==> src/rtl/mult_div_unit.sv <==
// mult_div_unit: iterative signed multiply (shift-add) / restoring divide, WIDTH cycles per op
module mult_div_unit #(
    parameter int WIDTH = 32
) (
    input  logic             clock,
    input  logic             reset,
    input  logic             ctrl_MULT,
    input  logic             ctrl_DIV,
    input  logic [WIDTH-1:0] data_operandA,
    input  logic [WIDTH-1:0] data_operandB,
    output logic [WIDTH-1:0] data_result,
    output logic             data_exception,
    output logic             data_resultRDY,
    output logic             busy
);
    localparam int CW = $clog2(WIDTH) + 1;
    typedef enum logic [1:0] {IDLE, MULT, DIV, DONE} state_t;
    state_t state;
    logic [CW-1:0] count;
    logic [WIDTH-1:0] ma, mb, hi, lo, hi_n, lo_n, abs_a, abs_b, quo, res_n;
    logic [WIDTH:0] sum, shifted, top;
    logic [2*WIDTH-1:0] prod;
    logic neg, ge, exc_n;
    always_comb begin
        abs_a = data_operandA[WIDTH-1] ? -data_operandA : data_operandA;
        abs_b = data_operandB[WIDTH-1] ? -data_operandB : data_operandB;
        sum = {1'b0, hi} + {1'b0, lo[0] ? ma : '0};
        shifted = {hi, lo[WIDTH-1]};
        ge = shifted >= {1'b0, mb};
        hi_n = state == MULT ? sum[WIDTH:1] : ge ? shifted[WIDTH-1:0] - mb : shifted[WIDTH-1:0];
        lo_n = state == MULT ? {sum[0], lo[WIDTH-1:1]} : {lo[WIDTH-2:0], ge};
        prod = neg ? -{hi_n, lo_n} : {hi_n, lo_n};
        quo = neg ? -lo_n : lo_n;
        top = prod[2*WIDTH-1:WIDTH-1];
        res_n = state == MULT ? prod[WIDTH-1:0] : mb == '0 ? '0 : quo;
        // an unsigned quotient of 2^(W-1) with a positive sign is the only divide overflow
        exc_n = state == MULT ? !(&top || ~|top) : (mb == '0) || (!neg && lo_n[WIDTH-1]);
    end
    always_ff @(posedge clock) begin
        if (reset) begin
            state <= IDLE;
            count <= '0;
            ma <= '0;
            mb <= '0;
            hi <= '0;
            lo <= '0;
            neg <= 1'b0;
            data_result <= '0;
            data_exception <= 1'b0;
            data_resultRDY <= 1'b0;
            busy <= 1'b0;
        end else begin
            data_resultRDY <= 1'b0;
            case (state)
                IDLE: if (ctrl_MULT || ctrl_DIV) begin
                    state <= ctrl_MULT ? MULT : DIV;
                    busy <= 1'b1;
                    count <= '0;
                    hi <= '0;
                    lo <= ctrl_MULT ? abs_b : abs_a;
                    ma <= abs_a;
                    mb <= abs_b;
                    neg <= data_operandA[WIDTH-1] ^ data_operandB[WIDTH-1];
                end
                MULT, DIV: begin
                    hi <= hi_n;
                    lo <= lo_n;
                    count <= count + 1'b1;
                    if (count == CW'(WIDTH - 1)) begin
                        state <= DONE;
                        data_resultRDY <= 1'b1;
                        data_result <= res_n;
                        data_exception <= exc_n;
                    end
                end
                DONE: begin
                    state <= IDLE;
                    busy <= 1'b0;
                end
            endcase
        end
    end
endmodule

==> config.mk <==
export PLATFORM = sky130hd
export DESIGN_NAME = mult_div_unit
export DESIGN_NICKNAME = d
export VERILOG_FILES = /design/src/rtl/mult_div_unit.sv
export SDC_FILE = /design/constraint.sdc
export NUM_CORES = 1
export LEC_CHECK = 0
export CORE_ASPECT_RATIO = 0.8
export CORE_MARGIN = 1.5
export CORE_UTILIZATION = 55
export DETAILED_ROUTE_END_ITERATION = 16
export GPL_TIMING_DRIVEN = 0
export PLACE_DENSITY = 0.75
export SYNTH_ARGS = -nofsm -noshare
export SYNTH_HDL_FRONTEND = slang
export SYNTH_SLANG_ARGS = --single-unit
==> constraint.sdc <==
create_clock -name clock -period 18.6 [get_ports clock]
set_input_delay 1.86 -clock clock [delete_from_list [all_inputs] [get_ports clock]]
set_output_delay 1.86 -clock clock [all_outputs]
set_load 0.01 [all_outputs]
==> results of run 1 <==
-- per-layer routing --
| layer | global-route usage | vias up |
|---|---|---|
| met5 | 0 | - |
| met1 | 0.6195 | 8032 |
| met3 | 0.1413 | 132 |
| li1 | - | 7657 |
| met4 | 0.1464 | 0 |
| met2 | 0.5693 | 1172 |
-- critical path, delay by kind of cell (launching register included) --
family	cells	cell delay [ps]
compound gates	8	2330
fa+ha+maj	2	670
buf+inv	12	4800
flops	1	330
mux	1	390
simple gates	6	2460
-- state kept, by name (all words and copies together), names as in the netlist --
register / count
busy: 1
data_exception: 1
ma: 32
mb: 32
neg: 1
hi: 32
count: 6
lo: 32
data_result: 32
state: 2
data_resultRDY: 1
-- cells by family after synthesis --
kind of cell	Yosys count
buffers and inverters	198
AOI/OAI and AO/OA	629
muxes	43
DFF	172
xor gates and xnor gates	152
adders and majority gates	74
and+or+nand+nor	747
-- worst paths after layout --
| path | startpoint | to | slack (ps) | cells after the start |
|---|---|---|---|---|
| worst max-delay path | state[1]$_SDFFE_PP0P_ | data_exception$_SDFFE_PP0P_ | 7380 | 29 |
| worst max register to register | state[1]$_SDFFE_PP0P_ | data_exception$_SDFFE_PP0P_ | 7380 | 29 |
| worst min-delay path | data_result[6]$_SDFFE_PP0P_ | data_result[6]$_SDFFE_PP0P_ | 470 | 2 |
| worst min register to register | data_result[6]$_SDFFE_PP0P_ | data_result[6]$_SDFFE_PP0P_ | 470 | 2 |
-- through the flow --
| stage | utilization | setup slack [ps] | std cells |
|---|---|---|---|
| finish | 0.6427 | 7378 | 2503 |
| global route | 0.6427 | 7446 | 2503 |
| CTS | 0.6427 | 8177 | 2503 |
| detailed placement | 0.6189 | 8251 | 2471 |
| global placement | 0.6189 | 8390 | 2471 |
| floorplan | - | 11610 | 2015 |
-- cell type report --
type,count,share of cell area
Sequential cell,172,0.2025
Inverter,67,0.01479
Tap cell,357,0.02627
Clock inverter,13,0.01037
Clock buffer,19,0.02664
Buffer,131,0.03407
Multi-Input combinational cell,1645,0.6271
Timing Repair Buffer,99,0.05827
-- cells in the final DEF (no fill, tap or decap), drive strengths merged, types with 8 or more instances in the layout --
master	count
nor2b	8
o21a	10
or4	11
a21boi	12
nor3b	8
nand2	148
nand2b	15
o21ai	108
mux2i	24
and3	14
o31ai	30
a211oi	56
a2111oi	9
a22oi	71
inv	73
or2	8
nor3	72
xnor2	80
buf	39
nand3	37
o41ai	11
dfxtp	172
or3	24
xor2	72
a21oi	145
nor2	279
clkbuf	111
mux2	19
and2	46
o211ai	27
a222oi	19
a31oi	29
a21o	33
nor4	29
clkdlybuf4s50	99
ha	72
nand4	28
==> summary.md, run 1 <==
| Metric | Value |
|---|---|
| Max-cap violations | `0` |
| Hold Slack | `474.4 ps` |
| Synth top cells by count | `nor2_1, dfxtp_1, nand2_1` |
| Max-slew violation count | `0` |
| Sequential cell area | `0.003443 mm2` |
| Area of the core | `0.02646 mm2` |
| Synth Net Count | `2157` |
| Starting density of the core | `0.5646` |
| Largest net degree at the start of global routing | `17` |
| ANT nets after route | `0` |
| Worst-Margin Slew | `1136 ps` |
| DRT Pass-1 Iters | `8` |
| Row count | `53` |
| Share of post-route cells with drive strength above 1 | `0.05825` |
| Syn-to-layout area delta | `13.84%` |
| Synth Register Bits | `172` |
| Wire length per cell | `24.33 um` |
| Synth area leaders | `dfxtp_1, nor2_1, ha_1, a21oi_1, xnor2_1` |
| Vias/cell | `6.789` |
| Post-synth cell types | `95` |
| Hold Path Class | `reg2reg` |
| Total global routing overflow | `0` |
| Register area share after synthesis | `0.2305` |
| Synth Area in Compound Gates | `0.2896` |
| Req. time, crit path | `18870 ps` |
| Setup_tns | `0 ps` |
| Number of global-route vias before repair | `15320` |
| Rel. slew slack | `0.2428` |
| Crit path capture type | `register` |
| CP Class | `reg2reg` |
| Mux contribution to synthesized area | `0.03040` |
| Most used cell, CP | `buf_2` |
| Diodes inserted | `0` |
| Total of warnings raised by yosys | `0` |
| Remaining DRCs | `0` |
| CP arrival | `11490 ps` |
| Met3 WL post-DR | `9.274 mm` |
| Synth Area in Adders | `0.06299` |
| Finish-stage setup viols | `0` |
| Max Used Layer | `met4` |
| Postcts setup bufs | `0` |
| Clk_skew | `16.40 ps` |
| Iteration-0 DRC Markers | `2461` |
| Yosys top cell by area | `dfxtp_1` |
| Initial antenna violation count | `0` |
| Worst-path clk slew | `70 ps` |
| Simple-gate share of the synthesized area | `0.2418` |
| Post-synth top flop | `dfxtp_1` |
| Routed WL | `60.90 mm` |
| Worst-case clock buffer depth | `2` |
| Port Buffers | `99` |
| Min cycle time layout | `11220 ps` |
| Fin nets | `2275` |
| Die ar. | `0.02816 mm2` |
| Placed inst area | `0.01638 mm2` |
| Via count | `16990` |
| IO Pins | `103` |
| Slowest CP cell | `a2111oi_2` |
| Area share of the largest cell type after synthesis | `0.2305` |
| GRT Overall Usage | `0.4240` |
| CP peak stage delay | `930 ps` |
| Routability cong. | `1.037` |
| Mapped Cells | `2015` |
| Root Buffer | `clkbuf_16` |
| Met1 WL | `26.51 mm` |
| # fillers | `2350` |
| Unrepaired setup endpoints after global routing | `false` |
| Post-DP HPWL | `48.66 mm` |
| CTS H-Tree Depth | `4` |
| PostCTS Resize Cnt | `0` |
| Ys async rst share | `0` |
| Met2 wire length | `23.12 mm` |
| Fmax | `0.08911 GHz` |
| Status | `finished, final reports clean` |
| Worst-Skew Late Latency | `460 ps` |
| Post-CTS Hold Buffers | `0` |
| Sink Count | `172` |
| Critical path startpoint category | `register` |
| Critical Path Fanout Max | `10` |
| Syn_area_per_cell | `7.413 um2` |
| Most common cell in the netlist | `nor2_1` |
| CTS tree | `built` |
| Mapped Area | `0.01494 mm2` |
| Multi-input logic area | `0.01066 mm2` |
| Finished layout cell area | `0.01701 mm2` |
| Main combinational cell family by area after synthesis | `compound AO/OA/AOI/OAI gates` |
| Die Ht | `150.4 um` |
| Global-route wire length before repair | `90.71 mm` |
| Post-synth EDFFs | `0` |
| Tcrit/Tclk final | `0.6033` |
| Fin. Hold Viols | `0` |
| Number of buffers created by CTS | `17` |
| Die W | `187.3 um` |
| Xor-xnor portion of the synthesized cell area | `0.08912` |
Power of run 1 is left out: the tool's default activity adds up to more than one toggle a clock period on the data nets, which glitch-free logic cannot reach.
==> run 2, diff against run 1 <==
==> constraint.sdc (replaced) <==
create_clock -name clock -period 10.46 [get_ports clock]
set_input_delay 1.046 -clock clock [delete_from_list [all_inputs] [get_ports clock]]
set_output_delay 1.046 -clock clock [all_outputs]
set_load 0.01 [all_outputs]
==> run 2 against run 1 <==
Effect of this change:
- clock skew barely moved
- global-route usage unchanged
- utilization about the same
- non-clock buffer count is 1 lower
- flip-flop and latch count did not move
- critical endpoint unchanged
==> summary.md, run 2 (synthesis gave the netlist of run 1 again) <==
| Metric | Value |
|---|---|
| GRT Overall Usage | `0.4240` |
| Max-cap violations | `0` |
| Worst-Skew Late Latency | `460 ps` |
| Crit path capture type | `register` |
| Fmax | `0.09819 GHz` |
| IO Pins | `103` |
| Routed WL | `60.78 mm` |
| Diodes inserted | `0` |
| Clk_skew | `16.02 ps` |
| Global-route wire length before repair | `90.71 mm` |
| Pre-CTS setup slack | `110.9 ps` |
| Req. time, crit path | `10740 ps` |
| Via count | `16910` |
| Routability cong. | `1.037` |
| # fillers | `2349` |
| Status | `finished, final reports clean` |
| Worst-path clk slew | `70 ps` |
| Vias/cell | `6.759` |
| Share of post-route cells with drive strength above 1 | `0.05828` |
| Slowest CP cell | `a2111oi_4` |
| Fin. Hold Viols | `0` |
| CTS H-Tree Depth | `4` |
| Iteration-0 DRC Markers | `2333` |
| Commonest non-fill, non-tap cells in the layout | `nor2_1, dfxtp_1, nand2_1, a21oi_1, clkdlybuf4s50_1` |
| Die Ht | `150.4 um` |
| Min cycle time layout | `10180 ps` |
| Sink Count | `172` |
| Number of global-route vias before repair | `15320` |
| Finish-stage setup viols | `0` |
| Most used cell, CP | `buf_2` |
| Max-slew violation count | `0` |
| Total global routing overflow | `0` |
| Inst Count DP | `2471` |
| Row count | `53` |
| Final Util | `0.6430` |
| Tcrit/Tclk final | `0.9736` |
| Hold Path Class | `reg2reg` |
| DRT Pass-1 Iters | `8` |
| Port Buffers | `99` |
| Finished Layout Cells | `2502` |
| Remaining DRCs | `0` |
| Unrepaired setup endpoints after global routing | `false` |
| CP peak stage delay | `640 ps` |
| Commonest non-fill, non-tap cell in the layout | `nor2_1` |
| Critical path startpoint category | `register` |
| ANT nets after route | `0` |
| CTS tree | `built` |
| Wire length per cell | `24.29 um` |
| Final WS setup | `275.8 ps` |
| Setup_tns | `0 ps` |
| Sequential cell area | `0.003443 mm2` |
| Flop2flop setup slack | `280 ps` |
| Syn-to-layout area delta | `13.90%` |
| CP arrival | `10460 ps` |
| Die W | `187.3 um` |
| Starting density of the core | `0.5646` |
| Rel. slew slack | `0.1962` |
| Initial antenna violation count | `0` |
| Worst-Margin Slew | `1175 ps` |
| Multi-input logic area | `0.01068 mm2` |
| CP Class | `reg2reg` |
| Fin nets | `2274` |
| Worst-case clock buffer depth | `2` |
| Post-DP HPWL | `48.66 mm` |
| Critical Path Fanout Max | `19` |
| Number of buffers created by CTS | `17` |
| Area of the core | `0.02646 mm2` |
| Largest net degree at the start of global routing | `17` |
| Die ar. | `0.02816 mm2` |
| Root Buffer | `clkbuf_16` |
-- run 2: cell count changes in the layout (fill, tap and decap cells not counted), sizes merged --
cell / before / now
buf: 39 / 38
-- run 2: final timing paths --
path / startpoint / to / cells after the start
worst max-delay path: state[1]$_SDFFE_PP0P_ / data_exception$_SDFFE_PP0P_ / 28
worst min-delay path: data_result[6]$_SDFFE_PP0P_ / data_result[6]$_SDFFE_PP0P_ / 2
worst max register to register: state[1]$_SDFFE_PP0P_ / data_exception$_SDFFE_PP0P_ / 28
worst min register to register: data_result[6]$_SDFFE_PP0P_ / data_result[6]$_SDFFE_PP0P_ / 2
-- run 2: area by class of cell --
class                           count  area share
Inverter                           67     0.01478
Clock inverter                     13     0.01037
Multi-Input combinational cell   1645      0.6275
Timing Repair Buffer               99     0.05824
Buffer                            130     0.03383
Sequential cell                   172      0.2024
Tap cell                          357     0.02625
Clock buffer                       19     0.02662
-- run 2: critical path: cells and delay by family, from the launching register on --
family / cells / cell delay [ps]
buffers and inverters: 11 / 4150
flip-flops: 1 / 330
multiplexers: 1 / 390
adder cells (fa/ha/maj): 2 / 670
AO/OA/AOI/OAI: 8 / 2060
AND/OR/NAND/NOR: 6 / 2380
-- run 2: layer usage --
metal | GRT usage | vias up | share of wire
met5 | 0 | - | 0
met4 | 0.1464 | 0 | 0.033
li1 | - | 7663 | -
met2 | 0.5693 | 1180 | 0.38
met1 | 0.6195 | 7929 | 0.43
met3 | 0.1413 | 139 | 0.16
-- run 2: repair_timing --
action | in CTS | in global routing
setup buffers | 0 | 0
endpoints found under the setup margin | 0 | 1
gates resized for setup | 0 | 1
hold buffers | 0 | 0
-- run 2: metrics by stage --
stage          cell area, um2  hold slack [ps]
6_report                17010            471.2
5_1_grt                 17010            488.9
4_1_cts                 17010            470.9
3_5_place_dp            16380            460.8
3_3_place_gp            16380            442.2
2_1_floorplan           14940            431.7
Power of run 2 is left out for the same reason.
